## src/rtl/alu_issue_unit.sv

```systemverilog
// Issue/writeback controller for the complex-arithmetic alu: reads operands from a
// 4-entry register file, captures the alu result, saturates it and writes it back.
`timescale 1ns/1ps
module alu_issue_unit (
  input  logic       clk,
  input  logic       rst_n,
  input  logic       instr_valid,
  output logic       instr_ready,
  input  logic [7:0] instr,
  input  logic [7:0] imm,
  output logic [7:0] alu_a,
  output logic [7:0] alu_b,
  output logic [1:0] alu_cmd,
  input  logic [7:0] alu_res_im,
  input  logic [7:0] alu_res_re,
  output logic       done,
  output logic       ovf,
  input  logic [1:0] dbg_sel,
  output logic [7:0] dbg_data
);

  typedef enum logic [1:0] {S_IDLE = 2'd0, S_EXEC = 2'd1, S_WB = 2'd2} state_t;

  state_t     r_state;
  state_t     w_next;
  logic [1:0] r_rd;
  logic       r_ldi;
  logic [7:0] r_imm;
  logic [7:0] r_res_im;
  logic [7:0] r_res_re;
  logic [7:0] r_regs [4];

  logic       w_accept;
  logic [1:0] w_op;
  logic       w_clip_im;
  logic       w_clip_re;
  logic [3:0] w_sat_im;
  logic [3:0] w_sat_re;
  logic [7:0] w_wdata;

  // Returns {clipped, saturated 4-bit value} for a signed 8-bit input.
  function automatic logic [4:0] sat4(input logic [7:0] v);
    if ($signed(v) > 8'sd7)
      return {1'b1, 4'b0111};
    else if ($signed(v) < -8'sd8)
      return {1'b1, 4'b1000};
    else
      return {1'b0, v[3:0]};
  endfunction

  assign w_op     = instr[7:6];
  assign w_accept = instr_valid && instr_ready;
  assign {w_clip_im, w_sat_im} = sat4(r_res_im);
  assign {w_clip_re, w_sat_re} = sat4(r_res_re);
  assign w_wdata  = r_ldi ? r_imm : {w_sat_im, w_sat_re};
  assign dbg_data = r_regs[dbg_sel];

  always_ff @(posedge clk or negedge rst_n) begin
    if (!rst_n) r_state <= S_IDLE;
    else        r_state <= w_next;
  end

  always_comb begin
    w_next = S_IDLE;
    case (r_state)
      S_IDLE:  w_next = !w_accept ? S_IDLE : ((w_op == 2'b11) ? S_WB : S_EXEC);
      S_EXEC:  w_next = S_WB;
      S_WB:    w_next = S_IDLE;
      default: w_next = S_IDLE;
    endcase
  end

  always_comb begin
    instr_ready = 1'b0;
    done        = 1'b0;
    ovf         = 1'b0;
    case (r_state)
      S_IDLE: instr_ready = 1'b1;
      S_WB: begin
        done = 1'b1;
        ovf  = !r_ldi && (w_clip_im || w_clip_re);
      end
      default: ;
    endcase
  end

  always_ff @(posedge clk or negedge rst_n) begin
    if (!rst_n) begin
      for (int unsigned i = 0; i < 4; i++) r_regs[i] <= '0;
      r_rd     <= '0;
      r_ldi    <= 1'b0;
      r_imm    <= '0;
      r_res_im <= '0;
      r_res_re <= '0;
      alu_a    <= '0;
      alu_b    <= '0;
      alu_cmd  <= '0;
    end else begin
      case (r_state)
        S_IDLE: if (w_accept) begin
          r_rd    <= instr[5:4];
          r_ldi   <= (w_op == 2'b11);
          r_imm   <= imm;
          alu_a   <= r_regs[instr[3:2]];
          alu_b   <= r_regs[instr[1:0]];
          alu_cmd <= {w_op == 2'b10, w_op == 2'b01};
        end
        S_EXEC: begin
          r_res_im <= alu_res_im;
          r_res_re <= alu_res_re;
        end
        S_WB:    r_regs[r_rd] <= w_wdata;
        default: ;
      endcase
    end
  end

endmodule

```

## config.mk

```make
export PLATFORM = sky130hd
export DESIGN_NAME = alu_issue_unit
export DESIGN_NICKNAME = d
export VERILOG_FILES = /design/src/rtl/alu_issue_unit.sv
export SDC_FILE = /design/constraint.sdc
export NUM_CORES = 1
export LEC_CHECK = 0
export ABC_AREA = 1
export CORE_MARGIN = 10
export CORE_UTILIZATION = 50
export CTS_BUF_LIST = sky130_fd_sc_hd__clkbuf_8
export DETAILED_ROUTE_END_ITERATION = 10
export HOLD_SLACK_MARGIN = 0.03
export PLACE_DENSITY = 0.84
export SLEW_MARGIN = 20
export SYNTH_ARGS = -nofsm -noshare
export SYNTH_HDL_FRONTEND = slang
export SYNTH_SLANG_ARGS = --single-unit
```

## constraint.sdc

```tcl
create_clock -name clk -period 1.7 [get_ports clk]
set_input_delay 0.51 -clock clk [delete_from_list [all_inputs] [get_ports clk]]
set_output_delay 0.51 -clock clk [all_outputs]
set_load 0.05 [all_outputs]
```

==> results.txt <==
----------------------------------------------------
[Floorplanning]
  Initial core utilization ... 52.1%
  CORE AREA ... 7370 um^2
  Floorplan die height ... 108 um
  Top-level port count ... 66
  Floorplan row count ... 31
  Die Width ... 108 um
  Die area ... 11,600 um^2

[Timing]
  Skew final ... 9.07 ps
  Fmax ... 0.485 GHz
  Post-Route Hold Slack ... 64.8 ps
  Relative slew margins ... 62.7%
  Setup ws final ... -364 ps
  Max-slew violation count ... 0
  Final count of negative-setup-slack endpoints ... 9
  Crit share post-route ... 121%
  Fin crit period ... 2060 ps
  Setup repair after global routing missed its margin ... yes
  Count of final hold-check violations ... 0
  Transition time at the pin with the least slew margin ... 554 ps

[Setup path]
  Crit Path Class ... flop to output pin
  Family with the most delay on the worst path ... flip-flops
  Cells along the critical path ... nand2_1 > o21ai_1 > buf_4 > nand3_4 > nor2_4 > nor2_4 > buf_8
  Buffers and inverters on the worst path ... 2
  Signal arrival time at the worst endpoint ... 1550 ps
  Maximum fanout encountered on the critical timing path ... 3
  Slowest cell on the critical path ... sky130_fd_sc_hd__dfrtp_1
  Data required, critical path ... 1190 ps
  Timing startpoint of the critical path ... r_res_im[3]
  Type of origin of the critical path ... flop
  Worst Setup End Kind ... output pin
  Register-to-register path setup slack ... 90 ps
  Max stage delay on crit path ... 400 ps
  Cell type with the highest occurrence count on the critical path ... sky130_fd_sc_hd__nor2_4
  Startpoint of the lowest-slack register-to-register path ... r_state[1]

[Logic synthesis]
  Mean instance size in the synthesized netlist ... 8.21 um^2
  Multiplexer fraction of the synthesized cell area ... 4.10%
  Number of library cell types mapped by synthesis ... 22
  Fraction of the yosys area taken by sequential cells ... 51.5%
  Simple-gate share of the synthesized area ... 20.9%
  Post-synthesis adder-cell area fraction ... 0%
  Leading post-synthesis cells by cell area ... sky130_fd_sc_hd__dfrtp_1 (51%), sky130_fd_sc_hd__nand2_1 (13%), sky130_fd_sc_hd__a21oi_1 (6.4%)
  Main combinational cell family by area after synthesis ... simple AND/OR/NAND/NOR gates
  Seq cells post-synth ... 79
  Top-area cell type share of the netlist area ... 51.5%
  Cell accounting for the most synthesized area ... sky130_fd_sc_hd__dfrtp_1
  Net count of the mapped netlist ... 505
  Xor/xnor cell area share of the yosys netlist ... 0%
  Number of warning messages in the yosys log ... 0
  Cells after Synth ... 468
  Summed instance area of the synthesized netlist ... 3840 um^2
  Synthesized-area fraction occupied by ao, oa, aoi and oai cells ... 17.1%

[Placement]
  RePlAce Congestion ... 0.921
  Number of input and output port buffers inserted ... 65
  Number of placed instances with taps included ... 636
  Post-DP HPWL ... 7980 um

[Power]
  Power per standard cell area ... 1630 nW/um^2
  VDD IR-drop max ... 869 uV
  Leakage power ... 0.00262 uW
  Total chip power ... 9520 uW

[Finish]
  Number of nets in the layout ... 599
  Number of cells in the finished layout apart from fillers ... 666
  Layout area overhead ... 51.7%
  Multi-input gate area ... 1990 um^2
  Diode count ... 0
  Ratio of cells with drive above 1 in the final layout ... 29.6%
  Sequential standard cell area ... 1980 um^2
  Number of inserted filler cells in the final layout ... 455

[Drt]
  Detailed-routing iteration count for the pre-antenna-repair pass ... 7
  Routed Antenna Nets ... 0
  Via count normalized by instance count ... 5.89
  DRC viols ... 0
  Initial DRC Count ... 347
  Wire length reported by the detailed router ... 12,300 um
  Count of vias placed by the detailed router ... 3,921
  Final routed wire length divided by cell count ... 18.5 um

[Global routing]
  GRT Util Overall ... 20.9%
  Aggregate global routing overflow ... 0
  Pin count of the biggest net entering global routing ... 37
  Wire length of the first global-routing pass ... 19,500 um
  Number of antenna violations at the first check in global routing ... 0
  Number of global-route vias before repair ... 3,917

[Clock tree]
  H-tree depth reported by CTS ... 3
  Root buf cell ... sky130_fd_sc_hd__clkbuf_8
  Skew-Pair Late Insertion Delay ... 360 ps
  Number of buffers created by CTS ... 9
  Clock-pin transition on the worst setup and hold timing paths ... 90 ps
  Maximum clock insertion buffer count ... 2
  CTS Hold Bufs ... 0
  Clock tree from TritonCTS ... yes
  Number of sinks driven by the clock tree ... 79

[Run status]
  Failing checks ... setup timing
  Run status ... complete, but fails checks

[Hold path]
  Path type of the worst min-delay path ... input port to asynchronous set/reset pin

[Flow run]
  Max-capacitance violation count ... 0

----------------------------------------------------
-- cells by family (layout without fill, tap and decap cells) --
| group | after synthesis | after routing |
|---|---|---|
| AOI/OAI and AO/OA | 120 | 120 |
| buffers and inverters | 57 | 156 |
| muxes | 14 | 14 |
| DFF | 79 | 79 |
| and+or+nand+nor | 198 | 198 |
-- per-stage QoR --
step           worst slack (ps)  TNS [ps]  util [%]  instance area, um^2
5_1_grt                    -418     -1970      79.0                 5830
3_3_place_gp               -559     -4440      70.8                 5220
2_1_floorplan             -81.0      -449         -                 4040
4_1_cts                    -279     -1380      77.5                 5710
6_report                   -364     -1680      79.0                 5830
3_5_place_dp               -647     -4760      70.8                 5220
-- power breakdown --
group          leakage (uW)  switching [uW]  total (uW)  internal, uW
combinational       0.00155            2530        4520          1990
sequential         0.000952             815        3430          2610
clock              0.000119             691        1570           878
-- flip-flops by register name, indices dropped and copies added (netlist names) --
register / count
r_regs: 32
alu_a: 8
alu_b: 8
r_imm: 8
r_res_im: 8
r_res_re: 8
alu_cmd: 2
r_rd: 2
r_state: 2
r_ldi: 1
-- path summary, 6_finish.rpt --
| kind | endpoint | cells after the start |
|---|---|---|
| hold / removal | alu_a[1] | 1 |
| setup reg to reg | r_regs[23] | 8 |
| min in group clk | r_imm[3] | 2 |
| setup / recovery | ovf | 7 |
| max in group asynchronous | r_regs[6] | 2 |
| hold reg to reg | r_imm[3] | 2 |
-- metal layers --
metal  share of wire [%]  GRT usage [%]  vias up
met5                   0              0        -
met4                 3.4           8.87        0
met3                 9.7           6.53       54
met2                  51           36.4      277
met1                  36           22.9     1837
li1                    -              -     1753
-- layout by cell type (no fill, tap or decap), drive strengths merged, types with 27 or more instances in the layout --
| cell type | instances |
|---|---|
| a21oi | 49 |
| nand2 | 140 |
| nand3 | 29 |
| dfrtp | 79 |
| nor2 | 27 |
| inv | 34 |
| o21ai | 42 |
| buf | 70 |
| clkdlybuf4s50 | 33 |
-- synth_stat cells --
master                     number
sky130_fd_sc_hd__nand2_1      138
sky130_fd_sc_hd__dfrtp_1       79
sky130_fd_sc_hd__a21oi_1       49
sky130_fd_sc_hd__o21ai_0       42
sky130_fd_sc_hd__inv_1         31
sky130_fd_sc_hd__nand3_1       28
sky130_fd_sc_hd__nor2_1        25
sky130_fd_sc_hd__a31oi_1       14
sky130_fd_sc_hd__mux2_2        14
sky130_fd_sc_hd__o211ai_1      14
sky130_fd_sc_hd__buf_2         10
sky130_fd_sc_hd__clkbuf_1      10
sky130_fd_sc_hd__clkinv_2       2
sky130_fd_sc_hd__inv_2          2
sky130_fd_sc_hd__nand2_2        2
sky130_fd_sc_hd__or2_2          2
sky130_fd_sc_hd__buf_6          1
sky130_fd_sc_hd__clkbuf_8       1
sky130_fd_sc_hd__nand3_2        1
sky130_fd_sc_hd__nor2_2         1
sky130_fd_sc_hd__nor2_4         1
sky130_fd_sc_hd__o31ai_1        1
-- final cells by class --
class,count,area share (%)
repair inverters,2,0.258
clock inverters,2,0.601
clock buffers,14,3.31
inverters,35,2.45
repair buffers,103,23.2
flip-flops and latches,79,33.9
multi-input cells,332,34.2
well taps,99,2.13
-- repair_timing --
| item | in CTS | in global routing |
|---|---|---|
| gates cloned | 3 | 0 |
| pin swaps | 9 | 6 |
| resized for setup | 65 | 15 |
| endpoints found under the hold margin | 0 | 0 |
| setup endpoints to repair | 10 | 11 |
| buffers inserted | 5 | 6 |
Note: power is estimated with default switching activity, not from simulation.
